### src/rtl/imem_loader_pkg.sv
// Shared types and constants for the boot-time instruction memory loader.
package global_types;

    typedef enum logic [2:0] {
        LEN_HI,
        LEN_LO,
        DATA,
        CHECK,
        DONE,
        ERROR
    } loader_state_t;

    localparam int LOADER_BYTES_PER_WORD = 4;
    localparam int LOADER_LANE_W = $clog2(LOADER_BYTES_PER_WORD);
    localparam logic [LOADER_LANE_W-1:0] LOADER_LAST_LANE =
        LOADER_LANE_W'(LOADER_BYTES_PER_WORD - 1);

    function automatic logic len_fits(
        input logic [15:0] n,
        input int unsigned depth
    );
        return 32'(n) <= depth;
    endfunction

endpackage

### src/rtl/imem_loader_byte_packer.sv
// byte_packer: shifts stream bytes MSB-first into a 32-bit word and
// pulses word_valid_o for one cycle once the fourth lane is filled.
module byte_packer
    import global_types::*;
(
    input  logic                     clock,
    input  logic                     reset,
    input  logic                     take_i,
    input  logic [7:0]               data_i,
    output logic [LOADER_LANE_W-1:0] lane_o,
    output logic                     word_valid_o,
    output logic [31:0]              word_o
);

    logic [LOADER_LANE_W-1:0] lane_q, lane_d;
    logic [31:0]              shift_q, shift_d;
    logic [31:0]              word_q, word_d;
    logic                     valid_q, valid_d;

    always_comb begin
        lane_d  = lane_q;
        shift_d = shift_q;
        word_d  = word_q;
        valid_d = 1'b0;
        if (take_i) begin
            shift_d = {shift_q[23:0], data_i};
            lane_d  = lane_q + 1'b1;
            if (lane_q == LOADER_LAST_LANE) begin
                valid_d = 1'b1;
                word_d  = shift_d;
            end
        end
    end

    always_ff @(posedge clock) begin
        if (reset) begin
            lane_q  <= '0;
            shift_q <= '0;
            word_q  <= '0;
            valid_q <= 1'b0;
        end else begin
            lane_q  <= lane_d;
            shift_q <= shift_d;
            word_q  <= word_d;
            valid_q <= valid_d;
        end
    end

    assign lane_o       = lane_q;
    assign word_valid_o = valid_q;
    assign word_o       = word_q;

endmodule

### src/rtl/imem_loader.sv
// imem_loader: writes a length-prefixed byte stream into imem, holding the core
// in reset until done. IMEM_LOADER_CHECKSUM_EN adds a trailing XOR check byte.
module imem_loader
    import global_types::*;
#(
    parameter int DEPTH  = 1024,
    parameter int ADDR_W = 10
) (
    input  logic              clock,
    input  logic              reset,
    input  logic              rx_valid,
    input  logic [7:0]        rx_data,
    output logic              rx_ready,
    output logic              imem_we,
    output logic [ADDR_W-1:0] imem_addr,
    output logic [31:0]       imem_wd,
    output logic              core_reset,
    output logic              done,
    output logic              error,
    output logic [ADDR_W:0]   words_loaded
);

`ifdef IMEM_LOADER_CHECKSUM_EN
    localparam loader_state_t AFTER_DATA = CHECK;
`else
    localparam loader_state_t AFTER_DATA = DONE;
`endif

    loader_state_t            state_q;
    logic [7:0]               len_hi_q;
    logic [ADDR_W:0]          n_q;
    logic [ADDR_W:0]          words_q;
    logic [ADDR_W-1:0]        addr_q;
    logic                     core_reset_q;
`ifdef IMEM_LOADER_CHECKSUM_EN
    logic [7:0]               csum_q;
`endif

    logic                     take;
    logic                     pack_take;
    logic [15:0]              len_w;
    logic [LOADER_LANE_W-1:0] lane;
    logic                     word_valid;
    logic [31:0]              word;

    assign rx_ready  = (state_q == LEN_HI) || (state_q == LEN_LO)
                    || (state_q == DATA)   || (state_q == CHECK);
    assign take      = rx_valid && rx_ready;
    assign pack_take = take && (state_q == DATA);
    assign len_w     = {len_hi_q, rx_data};

    byte_packer u_packer (
        .clock        (clock),
        .reset        (reset),
        .take_i       (pack_take),
        .data_i       (rx_data),
        .lane_o       (lane),
        .word_valid_o (word_valid),
        .word_o       (word)
    );

    always_ff @(posedge clock) begin
        if (reset) begin
            state_q      <= LEN_HI;
            len_hi_q     <= '0;
            n_q          <= '0;
            words_q      <= '0;
            addr_q       <= '0;
            core_reset_q <= 1'b1;
`ifdef IMEM_LOADER_CHECKSUM_EN
            csum_q       <= '0;
`endif
        end else begin
            core_reset_q <= (state_q != DONE);
            // Address advances after each write except the last one.
            if (word_valid && (words_q != n_q)) begin
                addr_q <= addr_q + 1'b1;
            end
            unique case (state_q)
                LEN_HI: begin
                    if (take) begin
                        len_hi_q <= rx_data;
                        state_q  <= LEN_LO;
                    end
                end
                LEN_LO: begin
                    if (take) begin
                        if (len_w == 16'd0) begin
                            state_q <= AFTER_DATA;
                        end else if (!len_fits(len_w, DEPTH)) begin
                            state_q <= ERROR;
                        end else begin
                            n_q     <= len_w[ADDR_W:0];
                            state_q <= DATA;
                        end
                    end
                end
                DATA: begin
                    if (pack_take) begin
`ifdef IMEM_LOADER_CHECKSUM_EN
                        csum_q <= csum_q ^ rx_data;
`endif
                        if (lane == LOADER_LAST_LANE) begin
                            if (words_q < n_q) begin
                                words_q <= words_q + 1'b1;
                            end
                            if (words_q == n_q - 1'b1) begin
                                state_q <= AFTER_DATA;
                            end
                        end
                    end
                end
`ifdef IMEM_LOADER_CHECKSUM_EN
                CHECK: begin
                    if (take) begin
                        state_q <= (rx_data == csum_q) ? DONE : ERROR;
                    end
                end
`endif
                default: begin
                    state_q <= state_q;
                end
            endcase
        end
    end

    assign imem_we      = word_valid;
    assign imem_addr    = addr_q;
    assign imem_wd      = word;
    assign core_reset   = core_reset_q;
    assign done         = (state_q == DONE);
    assign error        = (state_q == ERROR);
    assign words_loaded = words_q;

endmodule
### config.mk
export PLATFORM = sky130hd
export DESIGN_NAME = imem_loader
export DESIGN_NICKNAME = d
export VERILOG_FILES = /design/src/rtl/imem_loader_pkg.sv /design/src/rtl/imem_loader_byte_packer.sv /design/src/rtl/imem_loader.sv
export SDC_FILE = /design/constraint.sdc
export NUM_CORES = 1
export LEC_CHECK = 0
export BUFFER_PORTS_ARGS = -buffer_cell sky130_fd_sc_hd__buf_4
export CORE_ASPECT_RATIO = 1.5
export CORE_MARGIN = 5
export CORE_UTILIZATION = 53
export DETAILED_ROUTE_END_ITERATION = 16
export PLACE_DENSITY = 0.75
export SETUP_SLACK_MARGIN = 0.3
export SLEW_MARGIN = 20
export SYNTH_ARGS = -nofsm -noshare
export SYNTH_HDL_FRONTEND = slang
export SYNTH_SLANG_ARGS = --single-unit
### constraint.sdc
create_clock -name clock -period 5.6 [get_ports clock]
set_input_delay 0.56 -clock clock [delete_from_list [all_inputs] [get_ports clock]]
set_output_delay 0.56 -clock clock [all_outputs]
set_load 0.05 [all_outputs]
==> results of run 1 <==
==> cell usage after synthesis (2+ instances only) <==
cell type	instances
a2111oi_0	2
a2111oi_2	2
a211oi_1	3
a21o_1	4
a21oi_1	72
a311oi_1	2
a31o_1	2
a31oi_1	2
and2_1	3
and3_1	5
and4_1	2
buf_6	2
clkbuf_1	25
dfxtp_1	103
ha_1	15
inv_1	20
mux2i_1	14
nand2_1	136
nand2b_1	4
nand3_1	13
nand4_1	4
nor2_1	44
nor3_1	9
nor4_1	5
o2111ai_1	2
o21ai_0	3
xnor2_1	20
xor2_1	10
==> sequential cells by signal, indices dropped and copies added (netlist names) <==
name and flops:
core_reset 1, imem_addr 10, len_hi_q 8, n_q 11, state_q 3, u_packer.lane_o 2, u_packer.shift_q 24, u_packer.word_o 32
u_packer.word_valid_o 1, words_loaded 11
==> layout make-up <==
type | instances | area share [%]
Sequential cell | 103 | 38.1
Tap cell | 107 | 2.47
Clock inverter | 7 | 1.18
Clock buffer | 9 | 4.16
Multi-Input combinational cell | 400 | 43.0
Timing Repair Buffer | 70 | 9.71
Inverter | 20 | 1.39
==> power breakdown <==
part	internal, mW	switching (mW)	leakage (nW)
combinational	0.0461	0.0805	1.07
sequential	0.743	0.0138	0.831
clock	0.312	0.295	0.136
total	1.10	0.390	2.03
==> per-layer routing <==
| metal | track usage, % | vias to the layer above | share of wire [%] |
|---|---|---|---|
| met5 | 0 | - | 0 |
| met4 | 10.7 | 0 | 2.5 |
| met3 | 3.71 | 22 | 3.8 |
| met2 | 40.1 | 97 | 55 |
| met1 | 23.6 | 1868 | 39 |
| li1 | - | 1963 | - |
==> cells by family after synthesis <==
group	after synthesis	synth area share, %
AOI/OAI and AO/OA	104	14.3
xor gates and xnor gates	30	5.74
adders and majority gates	15	4.10
buffers and inverters	49	4.46
DFF	103	45.1
muxes	15	3.39
and+or+nand+nor	236	22.9
==> critical path, stage by stage, from the launching register on <==
cell and delay [ns]:
dfxtp_1 0.57, nand4bb_4 0.48, a2111oi_4 0.48, o21ai_2 0.19
a21oi_4 0.32, nand4_2 0.16, mux2_4 0.32
==> worst max-delay path by stage <==
stage / startpoint / to / slack [ns]
after floorplan: words_loaded[9] / words_loaded[9] / 3.00
after global placement: rx_data[0] / n_q[4] / 2.74
after global routing: state_q[1] / words_loaded[9] / 2.81
after detailed placement: rx_valid / words_loaded[9] / 2.89
after CTS: state_q[1] / words_loaded[9] / 2.96
final: state_q[1] / words_loaded[9] / 2.97
==> stage by stage <==
step / std cells / area (µm²) / power (mW)
final: 716 / 5410 / 1.49
after global routing: 716 / 5410 / 1.55
after CTS: 716 / 5410 / 1.51
after detailed placement: 700 / 5120 / 0.900
after global placement: 700 / 5110 / 0.896
after floorplan: 552 / 4570 / 0.867
==> impl_metrics.py, run 1 <==
metrics = {
    "outcome": {
        "status": "completed",
    },
    "synthesis": {
        "async_reset_ff_share_pct": 0,
        "syn_area_mm2": 0.00457,
        "ys_top_cells_by_area": "dfxtp_1, nand2_1, a21oi_1",
        "synth_cell_types": 52,
        "seq_area_frac_synth_pct": 45.1,
        "synth_ff_type": "dfxtp_1",
        "synth_warnings": 0,
        "synthCells": 552,
        "syn-num-nets": 578,
        "synth.largest_area_cell": "dfxtp_1",
        "synth_top_area_share_pct": 45.1,
        "synth_edf_count": 0,
        "syn_avg_cell_area_um2": 8.29,
        "yosys_register_bits": 103,
    },
    "global_routing": {
        "track_usage_pct": 21.7,
        "grt_pass1_vias": 3947,
        "grt_pass1_wl_mm": 18.3,
        "grt_max_degree": 108,
        "antenna_found_initial": 0,
        "grt-ovfl-total": 0,
    },
    "hold_path": {
        "hold_end": "len_hi_q[5]",
        "hold_depth": 2,
        "hp-start": "len_hi_q[5]",
        "hp-class": "reg2reg",
    },
    "sta": {
        "slew_viol_final": 0,
        "setup_slack_ns": 2.97,
        "rsz0062_at_grt": "no",
        "setup-violations-final": 0,
        "tns_ns": 0,
        "fin_crit_sh_pct": 47.0,
        "worst_hold_slack_ns": 0.453,
        "relSlewSlack_pct": 30.1,
        "worstMarginPinSlew_ns": 1.05,
        "hold_viol": 0,
        "fin_skew_ns": 0.00911,
        "fin_crit_ns": 2.63,
        "clock.fmax_mhz": 380,
    },
    "placed_design": {
        "gp_congestion": 0.957,
        "dp_slack_ns": 2.89,
        "portBuffers": 68,
        "post-dp-hpwl_mm": 7.88,
    },
    "clocking": {
        "cts_resized": 0,
        "cts_tree": "done",
        "clock-sinks": 103,
        "numCtsBuffers": 9,
        "clock_latency_ns": 0.35,
        "cts_buffer_depth": 2,
        "cts_setup_buffers": 0,
        "cts_hold_buf": 0,
        "htree_levels": 3,
        "cts-root-buf": "clkbuf_16",
        "path_clk_slew_ns": 0.08,
    },
    "drt": {
        "remaining_drc_errors": 0,
        "drtAntennaViolNets": 0,
        "wl_mm": 11.0,
        "drt_iter0_drc": 278,
        "wl_per_cell_um": 15.4,
        "via_per_inst": 5.52,
        "vias": 3950,
        "drtPass1Iterations": 5,
    },
    "critical_path": {
        "reg2reg_slack_ns": 2.97,
        "startpoint_type": "flop",
        "cp_max_fo": 28,
        "cp-end-kind": "flop",
        "arrival_ns": 2.87,
        "reg2reg_to": "words_loaded[9]",
        "r2r_start": "state_q[1]",
        "required_ns": 5.84,
        "crit_type": "reg2reg",
        "ff2ff_path_depth": 6,
    },
    "power_and_ir_drop": {
        "p_leak_nw": 2.03,
        "ir_drop_mv": 0.234,
        "power.density_mw_per_mm2": 276,
    },
    "cells_and_area": {
        "regArea_mm2": 0.00206,
        "final_cell_mix": "nand2_1, dfxtp_1, a21oi_1, buf_4, nor2_1",
        "fillers": 741,
        "diodes": 0,
        "utilization_pct": 64.3,
        "layout_commonest_cell": "nand2_1",
        "multi_input_area_mm2": 0.00232,
        "final_net_count": 630,
        "area_growth_pct": 18.3,
        "layout-drive-gt1-share_pct": 16.1,
    },
    "die": {
        "rows": 41,
        "start_util_pct": 54.4,
        "die_width_um": 85.9,
        "die_area_mm2": 0.0106,
        "ios": 69,
        "dieHeight_um": 124,
        "core_area_mm2": 0.00841,
    },
    "flow_run": {
        "drv_cap": 0,
    },
}
Power figures use the tool's default switching activity.
==> inputs of run 2 (changes only) <==
--- a/config.mk
+++ b/config.mk
@@ -5,6 +5,7 @@
 export SDC_FILE = /design/constraint.sdc
 export NUM_CORES = 1
 export LEC_CHECK = 0
+export ABC_AREA = 1
 export BUFFER_PORTS_ARGS = -buffer_cell sky130_fd_sc_hd__buf_4
 export CORE_ASPECT_RATIO = 1.5
 export CORE_MARGIN = 5
==> constraint.sdc (replaced) <==
create_clock -name clock -period 2.7 [get_ports clock]
set_input_delay 0.27 -clock clock [delete_from_list [all_inputs] [get_ports clock]]
set_output_delay 0.27 -clock clock [all_outputs]
set_load 0.05 [all_outputs]
==> impl_metrics.py, run 2 <==
metrics = {
    "outcome": {
        "status": "completed",
    },
    "die": {
        "ios": 69,
        "core_area_mm2": 0.00846,
        "die_area_mm2": 0.0107,
        "dieHeight_um": 124,
        "die_width_um": 86.2,
        "start_util_pct": 54.5,
        "rows": 41,
    },
    "global_routing": {
        "grt_max_degree": 35,
        "grt-ovfl-total": 0,
        "antenna_found_initial": 0,
        "grt_pass1_vias": 4153,
        "grt_pass1_wl_mm": 19.4,
        "track_usage_pct": 22.8,
    },
    "synthesis": {
        "synth_edf_count": 0,
        "synth.largest_area_cell": "dfxtp_1",
        "syn_avg_cell_area_um2": 7.50,
        "synthCells": 616,
        "seq_area_frac_synth_pct": 44.7,
        "synth_cell_types": 34,
        "synth_ff_type": "dfxtp_1",
        "syn_area_mm2": 0.00462,
        "synth_top_area_share_pct": 44.7,
        "ys_top_cells_by_area": "dfxtp_1, nand2_1, o21ai_0",
        "synthTopCellsByCount": "nand2_1, dfxtp_1, o21ai_0",
        "synth_warnings": 0,
        "syn-num-nets": 642,
        "synth_most_common_cell": "nand2_1",
        "yosys_register_bits": 103,
        "async_reset_ff_share_pct": 0,
    },
    "cells_and_area": {
        "final_net_count": 702,
        "layout_commonest_cell": "nand2_1",
        "largest_reg_flops": 32,
        "stdcell_count": 788,
        "layout-drive-gt1-share_pct": 17.3,
        "final_cell_mix": "nand2_1, dfxtp_1, buf_4, nor2_1, o21ai_0",
        "fillers": 768,
        "area_growth_pct": 18.7,
        "diodes": 0,
    },
    "drt": {
        "drt_iter0_drc": 229,
        "drtAntennaViolNets": 0,
        "drtPass1Iterations": 5,
        "via_per_inst": 5.42,
        "vias": 4268,
        "wl_per_cell_um": 15.4,
        "remaining_drc_errors": 0,
        "wl_mm": 12.1,
    },
    "clocking": {
        "cts_tree": "done",
        "cts_buffer_depth": 2,
        "clock_latency_ns": 0.35,
        "numCtsBuffers": 9,
        "htree_levels": 3,
        "cts-root-buf": "clkbuf_16",
        "clock-sinks": 103,
        "path_clk_slew_ns": 0.07,
        "cts_hold_buf": 0,
    },
    "critical_path": {
        "required_ns": 2.94,
        "reg2reg_to": "imem_addr[9]",
        "cp_max_fo": 6,
        "startpoint_type": "flop",
        "crit_type": "reg2reg",
        "reg2reg_slack_ns": 0.51,
        "ff2ff_path_depth": 12,
        "r2r_start": "words_loaded[0]",
        "arrival_ns": 2.42,
        "cp-end-kind": "flop",
    },
    "sta": {
        "tns_ns": 0,
        "worstMarginPinSlew_ns": 0.861,
        "fin_skew_ns": 0.00508,
        "fin_crit_ns": 2.19,
        "clock.fmax_mhz": 457,
        "fin_crit_sh_pct": 81.0,
        "rsz0062_at_grt": "no",
        "relSlewSlack_pct": 42.4,
        "slew_viol_final": 0,
        "setup-violations-final": 0,
        "hold_viol": 0,
    },
    "power_and_ir_drop": {
        "p_clk_share_pct": 37.3,
        "p_seq_share_pct": 47.6,
        "p_switching_uw": 984,
        "power.density_mw_per_mm2": 637,
        "p_sw_share_pct": 28.2,
        "internal_power_mw": 2.50,
        "combinationalPowerShare_pct": 15.2,
        "p_leak_nw": 2.47,
        "ir_drop_mv": 0.471,
    },
    "hold_path": {
        "hold_end": "n_q[6]",
        "hp-start": "rx_data[6]",
        "hp-class": "in2reg",
        "hold_depth": 3,
    },
    "placed_design": {
        "place_inst": 771,
        "portBuffers": 68,
        "gp_congestion": 0.954,
        "post-dp-hpwl_mm": 8.99,
    },
    "flow_run": {
        "drv_cap": 0,
    },
}
run 2: changes by cell type in the layout (fill, tap and decap cells not counted), moves of 10 or more:
cell and delta:
mux2i_1 -13, nand2_1 -18, nand3_1 +30, inv_1 +32, a21oi_1 -10, xnor2_1 -14
o21ai_0 +63, nor2_1 +23
run 2: cell families after synthesis:
| kind of cell | count (synthesis) | synth area share [%] |
|---|---|---|
| buffers and inverters | 81 | 7.32 |
| multiplexers | 1 | 0.217 |
| flip-flops | 103 | 44.7 |
| adder cells (fa/ha/maj) | 15 | 4.07 |
| AO/OA/AOI/OAI | 137 | 15.1 |
| AND/OR/NAND/NOR | 268 | 26.2 |
| XOR/XNOR | 11 | 2.41 |
run 2: worst max-delay path by stage:
stage                     from           end  slack, ns  cells after the start
6_report       words_loaded[0]  imem_addr[9]       0.51                     12
5_1_grt                 n_q[7]  imem_addr[9]       0.29                     12
4_1_cts                 n_q[6]  imem_addr[9]       0.47                     12
3_5_place_dp            n_q[6]  imem_addr[9]       0.49                     12
3_3_place_gp            n_q[6]  imem_addr[9]       0.56                     12
2_1_floorplan  words_loaded[0]  imem_addr[9]       0.43                     12
run 2: routing by layer:
layer	share of wire [%]	track usage [%]
met4	3.0	10.6
met2	56	43.3
met1	37	23.1
met3	4.3	4.30
met5	0	0
run 2: power groups by stage:
stage          registers, mW  clock network [mW]  logic, mW
2_1_floorplan           1.68                   0      0.401
3_3_place_gp            1.69                   0      0.507
3_5_place_dp            1.69                   0      0.518
4_1_cts                 1.66                1.32      0.525
5_1_grt                 1.67                1.39      0.590
6_report                1.66                1.30      0.529
run 2: critical path, stage by stage (launching register included):
cell and delay (ns):
dfxtp_1 0.44, inv_1 0.13, ha_1 0.31, inv_1 0.07, nor2_1 0.05, nand3_1 0.12, nand2_2 0.10, inv_1 0.10
nand4_1 0.14, nor3_2 0.25, nand3_1 0.14, o21ai_1 0.16, a21oi_1 0.05
run 2: cell type report:
class                           count  area, µm²  area share [%]
Multi-Input combinational cell    432       2220            40.5
Sequential cell                   103       2060            37.7
Timing Repair Buffer               73        548            10.0
Clock buffer                       10        229            4.18
Inverter                           57        216            3.95
Tap cell                          107        134            2.44
Clock inverter                      6       67.6            1.23
run 2: timing repair:
item,in CTS,in global routing
setup endpoints to repair,0,9
gates resized for setup,0,5
buffers inserted,0,1
run 2: per-stage QoR:
step	util, %	hold slack, ns	total power, mW	instance area (µm²)	setup slack (ns)
6_report	64.7	0.229	3.49	5480	0.513
5_1_grt	64.7	0.261	3.64	5480	0.290
4_1_cts	64.6	0.219	3.50	5460	0.470
3_5_place_dp	61.0	0.455	2.21	5170	0.490
3_3_place_gp	61.0	0.453	2.20	5170	0.560
2_1_floorplan	-	0.435	2.08	4620	0.427
